[config.mk]
export PLATFORM = sky130hd
export DESIGN_NAME = pm_loader
export DESIGN_NICKNAME = d
export VERILOG_FILES = /design/src/rtl/pm_loader_pkg.sv /design/src/rtl/pm_loader_timeout.sv /design/src/rtl/pm_loader.sv
export SDC_FILE = /design/constraint.sdc
export NUM_CORES = 1
export LEC_CHECK = 0
export ABC_AREA = 1
export BUFFER_PORTS_ARGS = -buffer_cell sky130_fd_sc_hd__buf_2
export CELL_PAD_IN_SITES_DETAIL_PLACEMENT = 1
export CELL_PAD_IN_SITES_GLOBAL_PLACEMENT = 2
export CORE_MARGIN = 2
export CORE_UTILIZATION = 34
export DETAILED_ROUTE_END_ITERATION = 6
export PLACE_DENSITY = 0.84
export SLEW_MARGIN = 20
export SYNTH_ARGS = -nofsm -noshare
export SYNTH_HDL_FRONTEND = slang
export SYNTH_HIERARCHICAL = 1
export SYNTH_SLANG_ARGS = --single-unit
[constraint.sdc]
create_clock -name clk -period 2.1 [get_ports clk]
set_input_delay 0.315 -clock clk [delete_from_list [all_inputs] [get_ports clk]]
set_output_delay 0.315 -clock clk [all_outputs]
set_load 0.02 [all_outputs]
[src/rtl/pm_loader_pkg.sv]
// Shared types and constants for the program-memory loader.
package pm_loader_pkg;

    typedef enum logic [2:0] {
        ST_LEN,
        ST_DATA,
        ST_CSUM,
        ST_RUN,
        ST_ERR
    } state_e;

    localparam logic PHASE_HI = 1'b0;
    localparam logic PHASE_LO = 1'b1;

    localparam int unsigned TIMEOUT_DEFAULT = 255;

endpackage

[src/rtl/pm_loader_timeout.sv]
// Idle-cycle counter: expired pulses on the TIMEOUT-th consecutive enabled cycle without a clear.
module pm_loader_timeout
    import pm_loader_pkg::*;
#(
    parameter int unsigned TIMEOUT = TIMEOUT_DEFAULT
) (
    input  logic clk,
    input  logic reset,
    input  logic clear,
    input  logic enable,
    output logic expired
);

    generate
        if (TIMEOUT == 0) begin : g_off
            logic unused_inputs;
            assign unused_inputs = ^{clk, reset, clear, enable};
            assign expired       = 1'b0;
        end else begin : g_on
            localparam int unsigned CNT_W = (TIMEOUT > 1) ? $clog2(TIMEOUT) : 1;
            localparam logic [CNT_W-1:0] LAST = CNT_W'(TIMEOUT - 1);

            logic [CNT_W-1:0] cnt_q, cnt_d;

            always_comb begin
                cnt_d = cnt_q;
                if (clear) begin
                    cnt_d = '0;
                end else if (enable) begin
                    cnt_d = cnt_q + CNT_W'(1);
                end
            end

            always_ff @(posedge clk) begin
                if (reset) begin
                    cnt_q <= '0;
                end else begin
                    cnt_q <= cnt_d;
                end
            end

            // cnt_q holds the number of idle cycles already completed
            assign expired = enable && !clear && (cnt_q == LAST);
        end
    endgenerate

endmodule

[src/rtl/pm_loader.sv]
// Program-memory loader: nibble stream -> instruction writes, holds the micro until loaded.
// Define PM_LOADER_CSUM_EN to require and verify a trailing checksum byte.
module pm_loader
    import pm_loader_pkg::*;
#(
    parameter int unsigned ADDR_W  = 8,
    parameter int unsigned TIMEOUT = TIMEOUT_DEFAULT
) (
    input  logic              clk,
    input  logic              reset,
    input  logic [3:0]        rx_nibble,
    input  logic              rx_valid,
    output logic              rx_ready,
    input  logic              load_req,
    output logic [ADDR_W-1:0] pm_wr_addr,
    output logic [7:0]        pm_wr_data,
    output logic              pm_wren,
    output logic              hold_micro,
    output logic              load_done,
    output logic              load_err
);

    localparam logic [ADDR_W:0] LEN_FULL = {1'b1, {ADDR_W{1'b0}}};

    state_e            state_q, state_d;
    logic              phase_q, phase_d;
    logic [3:0]        hi_nib_q, hi_nib_d;
    logic [ADDR_W:0]   len_q, len_d;
    logic [ADDR_W:0]   cnt_q, cnt_d;
    logic [7:0]        sum_q, sum_d;
    logic [ADDR_W-1:0] addr_q, addr_d;
    logic [7:0]        data_q, data_d;
    logic              wren_q, wren_d;
    logic              hold_q, hold_d;
    logic              done_q, done_d;
    logic              err_q, err_d;

    logic       loading, accept, restart;
    logic       tmo_en, tmo_expired, tmo_hit;
    logic [7:0] byte_w;

    assign loading  = state_q inside {ST_LEN, ST_DATA, ST_CSUM};
    assign rx_ready = loading;
    assign accept   = rx_valid && loading;
    assign restart  = load_req && (state_q == ST_RUN || state_q == ST_ERR);
    assign byte_w   = {hi_nib_q, rx_nibble};
    assign tmo_en   = (state_q == ST_DATA) || (state_q == ST_CSUM) ||
                      (state_q == ST_LEN && phase_q == PHASE_LO);

    pm_loader_timeout #(
        .TIMEOUT(TIMEOUT)
    ) u_timeout (
        .clk    (clk),
        .reset  (reset),
        .clear  (accept || restart),
        .enable (tmo_en),
        .expired(tmo_expired)
    );

    always_comb begin
        state_d  = state_q;
        phase_d  = phase_q;
        hi_nib_d = hi_nib_q;
        len_d    = len_q;
        cnt_d    = cnt_q;
        sum_d    = sum_q;
        addr_d   = wren_q ? addr_q + ADDR_W'(1) : addr_q;
        data_d   = data_q;
        wren_d   = 1'b0;
        tmo_hit  = 1'b0;

        if (accept) begin
            if (phase_q == PHASE_HI) begin
                hi_nib_d = rx_nibble;
                phase_d  = PHASE_LO;
            end else begin
                phase_d = PHASE_HI;
                case (state_q)
                    ST_LEN: begin
                        len_d   = (byte_w == 8'h00) ? LEN_FULL : (ADDR_W+1)'(byte_w);
                        state_d = ST_DATA;
                    end
                    ST_DATA: begin
                        data_d = byte_w;
                        wren_d = 1'b1;
                        sum_d  = sum_q + byte_w;
                        cnt_d  = cnt_q + (ADDR_W+1)'(1);
                        if (cnt_d == len_q) begin
`ifdef PM_LOADER_CSUM_EN
                            state_d = ST_CSUM;
`else
                            state_d = ST_RUN;
`endif
                        end
                    end
`ifdef PM_LOADER_CSUM_EN
                    ST_CSUM: state_d = (byte_w == sum_q) ? ST_RUN : ST_ERR;
`endif
                    default: ;
                endcase
            end
        end else if (tmo_expired) begin
            state_d = ST_ERR;
            tmo_hit = 1'b1;
        end

        if (restart) begin
            state_d = ST_LEN;
            phase_d = PHASE_HI;
            sum_d   = '0;
            cnt_d   = '0;
            addr_d  = '0;
        end

        // RUN/ERR flags trail the state by one cycle so the last write lands before release;
        // leaving RUN/ERR drops them at once, a timeout raises err immediately.
        done_d = (state_q == ST_RUN) && (state_d == ST_RUN);
        hold_d = !done_d;
        err_d  = ((state_q == ST_ERR) && (state_d == ST_ERR)) || tmo_hit;
    end

    always_ff @(posedge clk) begin
        if (reset) begin
            state_q  <= ST_LEN;
            phase_q  <= PHASE_HI;
            hi_nib_q <= '0;
            len_q    <= '0;
            cnt_q    <= '0;
            sum_q    <= '0;
            addr_q   <= '0;
            data_q   <= '0;
            wren_q   <= 1'b0;
            hold_q   <= 1'b1;
            done_q   <= 1'b0;
            err_q    <= 1'b0;
        end else begin
            state_q  <= state_d;
            phase_q  <= phase_d;
            hi_nib_q <= hi_nib_d;
            len_q    <= len_d;
            cnt_q    <= cnt_d;
            sum_q    <= sum_d;
            addr_q   <= addr_d;
            data_q   <= data_d;
            wren_q   <= wren_d;
            hold_q   <= hold_d;
            done_q   <= done_d;
            err_q    <= err_d;
        end
    end

    assign pm_wr_addr = addr_q;
    assign pm_wr_data = data_q;
    assign pm_wren    = wren_q;
    assign hold_micro = hold_q;
    assign load_done  = done_q;
    assign load_err   = err_q;

endmodule

Word-level counts from Yosys, hierarchy flattened
Index checks and enable logic that the tools add are counted.
- $add $sub $neg: 3
- reductions and logical operators: 23
- bitwise logic cells: 2
- eq/ne operators: 8
- multiplexer cells: 11
- operator list (kind ; number):
    adder 8 x 1 -> 8 bit (second input constant) ; 2
    two-way mux 3 bit ; 5
    adder 9 x 1 -> 9 bit (second input constant) ; 1
    == test 3 x 2 -> 1 bit (second input constant) ; 3
    == test 9 bit ; 1
    two-way mux 9 bit ; 1
    == test 8 bit (second input constant) ; 1
    zero test 8 bit ; 1
    logical AND 1 bit ; 7
    == test 3 bit (second input constant) ; 2
    case mux 3 bit (2 select lines) ; 1
    AND reduction 3 bit ; 2
    logical OR 1 bit ; 5
    two-way mux 1 bit ; 4
    OR reduction 2 bit ; 2
    == test 3 x 1 -> 1 bit (second input constant) ; 1
    zero test 3 bit ; 1
    nonzero test 3 bit ; 1
    OR reduction 3 bit ; 1
    zero test 1 bit ; 2
    inverter 1 bit ; 2
    AND reduction 2 bit ; 1
- output and inout port bits: 21
- flip-flop bits (word level): 54
- logic and storage cells: 59
- bits of input ports: 8

Longest topological paths before layout
- word-level depth: 13
- gate-level depth with buffers: 14
- gate-level depth less buffers: 14

Modules after synthesis
The synthesis kept the hierarchy.
- by module, submodules not included (module ; times used ; sequential area each (µm²) ; area an instance (µm²) ; cells each):
    pm_loader ; 1 ; 920.9 ; 2147.1 ; 271
    pm_loader_timeout ; 1 ; 160.2 ; 410.4 ; 55

Worst setup path after synthesis
OpenSTA, ideal clock, no wires.
- path type: register to register
- start point: register state_q[1]
- end point: register done_q, in the netlist load_done
- clock period less this slack: 1839 ps
- setup time: 108 ps
- required time: 1992 ps
- setup slack: 261 ps
- arrival time: 1731 ps
- stages on the path, launching flop included: 13
- buffers on the path: 1
- cell sequence: dfxtp_1 > a21oi_1 > o21a_1 > buf_6 > nand4_1 > nor3_1 > nand2_1 > nand2_1 > a21oi_2 > inv_2 > nor2_4 > nand3_2 > inv_2
- word-level cells in the longest chain between the ends: 12
- elaborated cells on any way between the ends: 24
- classes of those cells: eq/ne: 5; mux: 6; reduce/logical: 13
- RTL lines (what ; line ; text):
    start, declared ; pm_loader.sv:25 ; state_e state_q, state_d;
    start signal, assigned ; pm_loader.sv:137 ; state_q <= state_d;
    == test 3 x 1 -> 1 bit, or another cell as far along ; pm_loader.sv:42 ; assign loading = state_q inside {ST_LEN, ST_DATA, ST_CSUM};
    nonzero test 3 bit * ; pm_loader.sv:42 ;
    named net rx_ready ; pm_loader.sv:13 ; output logic rx_ready,
    logical AND 1 bit * ; pm_loader.sv:44 ; assign accept = rx_valid && loading;
    logical OR 1 bit * ; pm_loader.sv:55 ; .clear (accept || restart),
    zero test 1 bit * ; pm_loader_timeout.sv:43 ; assign expired = enable && !clear && (cnt_q == LAST);
    logical AND 1 bit * (2 in series) ; pm_loader_timeout.sv:43 ;
    named net tmo_expired ; pm_loader.sv:39 ; logic tmo_en, tmo_expired, tmo_hit;
    two-way mux 3 bit * ; pm_loader.sv:102 ; end else if (tmo_expired) begin
    two-way mux 3 bit * ; pm_loader.sv:72 ; if (accept) begin
    two-way mux 3 bit * ; pm_loader.sv:107 ; if (restart) begin
    == test 3 x 2 -> 1 bit * ; pm_loader.sv:117 ; done_d = (state_q == ST_RUN) && (state_d == ST_RUN);
    logical AND 1 bit * ; pm_loader.sv:117 ;
    end signal, assigned ; pm_loader.sv:147 ; done_q <= done_d;
    end, declared ; pm_loader.sv:35 ; logic done_q, done_d;
Mark *: on every way through the listed nets, which the timed path passes. The rest lies on a longest branch.
A chain may end at the register's enable or synchronous reset.

Final worst setup path
- start point: register state_q[1]
- end point: register err_q, in the netlist load_err
- word-level cells in the longest chain between the ends: 13
- elaborated cells on any way between the ends: 27
- classes of those cells: eq/ne: 5; mux: 8; reduce/logical: 14
- RTL lines (what ; line ; text):
    == test 3 x 1 -> 1 bit, or another cell as far along ; pm_loader.sv:42, pm_loader.sv:47 ;
    nonzero test 3 bit / logical OR 1 bit (equally long branches) ; pm_loader.sv:42, pm_loader.sv:45 ;
    logical AND 1 bit (on tied branches) ; pm_loader.sv:44, pm_loader.sv:45 ;
    logical OR 1 bit ; pm_loader.sv:55 ;
    zero test 1 bit ; pm_loader_timeout.sv:43 ;
    logical AND 1 bit * (2 in series) ; pm_loader_timeout.sv:43 ;
    named net tmo_expired ; pm_loader.sv:39 ;
    two-way mux 3 bit ; pm_loader.sv:102 ;
    two-way mux 3 bit ; pm_loader.sv:72 ;
    two-way mux 3 bit ; pm_loader.sv:107 ;
    == test 3 bit ; pm_loader.sv:119 ; err_d = ((state_q == ST_ERR) && (state_d == ST_ERR)) || tmo_hit;
    logical AND 1 bit ; pm_loader.sv:119 ;
    logical OR 1 bit * ; pm_loader.sv:119 ;
    end signal, assigned ; pm_loader.sv:148 ; err_q <= err_d;
    end, declared ; pm_loader.sv:36 ; logic err_q, err_d;
Marked as above.

==> results.json <==
{
  "tns_ps": 0,
  "drv_cap": 0,
  "path_class": "reg2reg",
  "port_buffers": 28,
  "num_rows": 31,
  "fin_crit_sh_pct": 90.21,
  "dp_cells": 449,
  "h-tree-depth": 2,
  "min_period_ps": 1894,
  "layout_commonest_cell": "nand2_1",
  "clock_sinks": 54,
  "areaGrowthSynthToFinish_pct": 14.48,
  "arrival_ps": 2130,
  "async_flop_share_pct": 0,
  "coreArea_um2": 7253,
  "grt_pass1_vias": 2129,
  "powerDensity_nw_per_um2": 651.9,
  "fin_cells": 459,
  "wl_per_cell_um": 13.05,
  "drc": 0,
  "tightest_slew_ps": 623.7,
  "finalClockSkew_ps": 6.161,
  "gp_congestion": 0.7927,
  "crit_path_start_kind": "register",
  "dieArea_um2": 8232,
  "initialDrtViolationCount": 58,
  "grt_util_all_layers_pct": 14.99,
  "postSynthCellCount": 326,
  "synth_seq_area_share_pct": 42.27,
  "max_stage_delay_ps": 390,
  "n_fill_cell": 935,
  "hold_violations": 0,
  "overflow": 0,
  "chipWidth_um": 90.73,
  "netlist-cell-type-count": 36,
  "design_area_um2": 2928,
  "detail-route-antenna-nets": 0,
  "grt_pass1_wl_um": 10030,
  "cts_tree": "built",
  "hold_class": "in2reg",
  "cpMaxStageDelayCell": "dfxtp_2",
  "crit_chain": "nor2_2 > inv_2 > nor2_1 > o21ai_2 > nand2_1 > nand3b_1 > nor3_2 > nand2_2 > nand2_1 > a21oi_2 > inv_2 > nand3_1 > a21oi_1",
  "first_pass_iters": 4,
  "multi_input_area_um2": 1270,
  "netlist_area_um2": 2557,
  "rsz0062_at_grt": "false",
  "worst-path-max-fanout": 5,
  "slew_viol_final": 0,
  "mostFrequentLayoutCells": "63 x nand2_1, 52 x dfxtp_1, 33 x nor2_1, 33 x inv_1, 29 x a21oi_1",
  "hpwl_um": 4502,
  "layout.nets": 371,
  "grt_max_degree": 29,
  "critical_path.top_delay_family": "simple AND/OR/NAND/NOR gates",
  "worst-path-buf-inv": 2,
  "avgSynthCellArea_um2": 7.845,
  "synth_edf_count": 0,
  "start_util_pct": 35.26,
  "cts_buffers": 5,
  "hold_buffers": 0,
  "seqCellArea_um2": 1084,
  "place_area_um2": 2793,
  "n_antenna_cell": 0,
  "slew_headroom_pct": 58.42,
  "drive_gt1_share_pct": 25.00,
  "hold_slack_ps": 290.1,
  "required_ps": 2340,
  "clk_latency_ps": 310,
  "setup_violations": 0,
  "viasPerCell": 4.795,
  "status": "completed",
  "synth_nets": 338,
  "synth-main-ff-cell": "dfxtp_1",
  "cts_buffer_depth": 2,
  "grt_antenna_before_repair": 0,
  "routed-via-count": 2201,
  "die_h_um": 90.73,
  "synth-seq-cells": 54,
  "cts_root_buffer": "clkbuf_8",
  "fmax_mhz": 527.9,
  "finalWirelength_um": 5990,
  "ir_drop_mv": 0.3270,
  "clkTransAtPathRegs_ps": 100,
  "leakage_nw": 1.178,
  "ios": 29,
  "yosys_warnings": 6,
  "endpoint_kind": "register"
}
## path summary, 6_finish.rpt
path                         startpoint                    endpoint  slack [ps]  depth (start not counted)
max               state_q[1]$_SDFF_PP0_         load_err$_SDFF_PP0_         210                         13
min                        rx_nibble[1]  pm_wr_data[1]$_SDFFE_PP0P_         290                          3
max reg2reg       state_q[1]$_SDFF_PP0_         load_err$_SDFF_PP0_         210                         13
min reg2reg  pm_wr_data[1]$_SDFFE_PP0P_  pm_wr_data[1]$_SDFFE_PP0P_         470                          2
## power by group
| group | internal [mW] | switching (mW) | total [mW] | leakage, nW |
|---|---|---|---|---|
| Sequential | 1.05 | 0.0184 | 1.06 | 0.438 |
| Clock | 0.356 | 0.349 | 0.705 | 0.0514 |
| Combinational | 0.0487 | 0.0900 | 0.139 | 0.689 |
| Total | 1.45 | 0.457 | 1.91 | 1.18 |
## synthesized netlist by cell type (2+ instances only)
library cell | count | area, um2
nand4_1 | 3 | 18.77
inv_1 | 33 | 123.9
nor3_1 | 6 | 30.03
nand2_1 | 64 | 240.2
a211oi_2 | 3 | 37.54
buf_6 | 4 | 45.04
a211oi_1 | 8 | 60.06
xor2_1 | 3 | 26.28
o21ai_0 | 3 | 15.01
nand2_2 | 4 | 25.02
clkbuf_1 | 3 | 11.26
inv_2 | 5 | 18.77
xnor2_1 | 3 | 26.28
ha_1 | 4 | 50.05
nor2_2 | 8 | 50.05
nor2_4 | 3 | 33.78
buf_2 | 2 | 10.01
nand3b_1 | 3 | 22.52
a21oi_2 | 3 | 26.28
nand3_1 | 19 | 95.09
o21ai_2 | 10 | 87.58
a21oi_1 | 29 | 145.1
nor2_1 | 33 | 123.9
nand3_2 | 4 | 40.04
mux2i_1 | 2 | 20.02
dfxtp_1 | 54 | 1081
## final cells by class
cell class | count | area share [%]
Multi-Input combinational cell | 224 | 43.38
Sequential cell | 54 | 37.01
Timing Repair Buffer | 35 | 6.581
Inverter | 39 | 5.043
Tap cell | 99 | 4.231
Clock buffer | 6 | 2.479
Clock inverter | 2 | 1.282
## worst register-to-register path: cells and delay by family, from the launching register on
family,cells,cell delay (ps)
AND/OR/NAND/NOR,8,920
flip-flops,1,390
buffers and inverters,2,130
AO/OA/AOI/OAI,3,380
## state kept, by name, indices dropped and copies added, names as in the netlist, 3 cells and up
register,cells
cnt_q,9
hi_nib_q,4
len_q,9
pm_wr_addr,8
pm_wr_data,8
state_q,3
u_timeout/g_on.cnt_q,8
## timing repair
action                     4_1_cts  5_1_grt
gates resized for setup          0        4
buffers inserted                 0        2
setup endpoints to repair        0        5
## through the flow
| stage | util, % | total power [mW] | setup slack (ps) |
|---|---|---|---|
| 2_1_floorplan | - | 1.189 | 260.9 |
| 3_5_place_dp | 38.50 | 1.228 | 196.1 |
| 4_1_cts | 40.02 | 1.942 | 59.15 |
| 3_3_place_gp | 38.50 | 1.225 | 299.0 |
| 5_1_grt | 40.37 | 2.000 | 5.464 |
| 6_report | 40.37 | 1.909 | 205.6 |
## cell families (layout without fill, tap and decap cells)
| family | after synthesis | in the layout | share of synthesized area [%] |
|---|---|---|---|
| simple gates | 151 | 151 | 27.98 |
| compound gates | 60 | 60 | 15.70 |
| buf+inv | 48 | 82 | 8.366 |
| xor+xnor | 7 | 7 | 2.936 |
| flops | 54 | 54 | 42.27 |
| mux | 2 | 2 | 0.7828 |
| fa+ha+maj | 4 | 4 | 1.957 |
## layer usage
metal	vias up	global-route usage (%)	wire length, um
met3	7	2.671	177
met1	1041	19.43	2906
met2	29	25.31	2830
met5	-	0	0
li1	1124	-	-
met4	0	4.615	75
(Power assumes the default switching activity.)
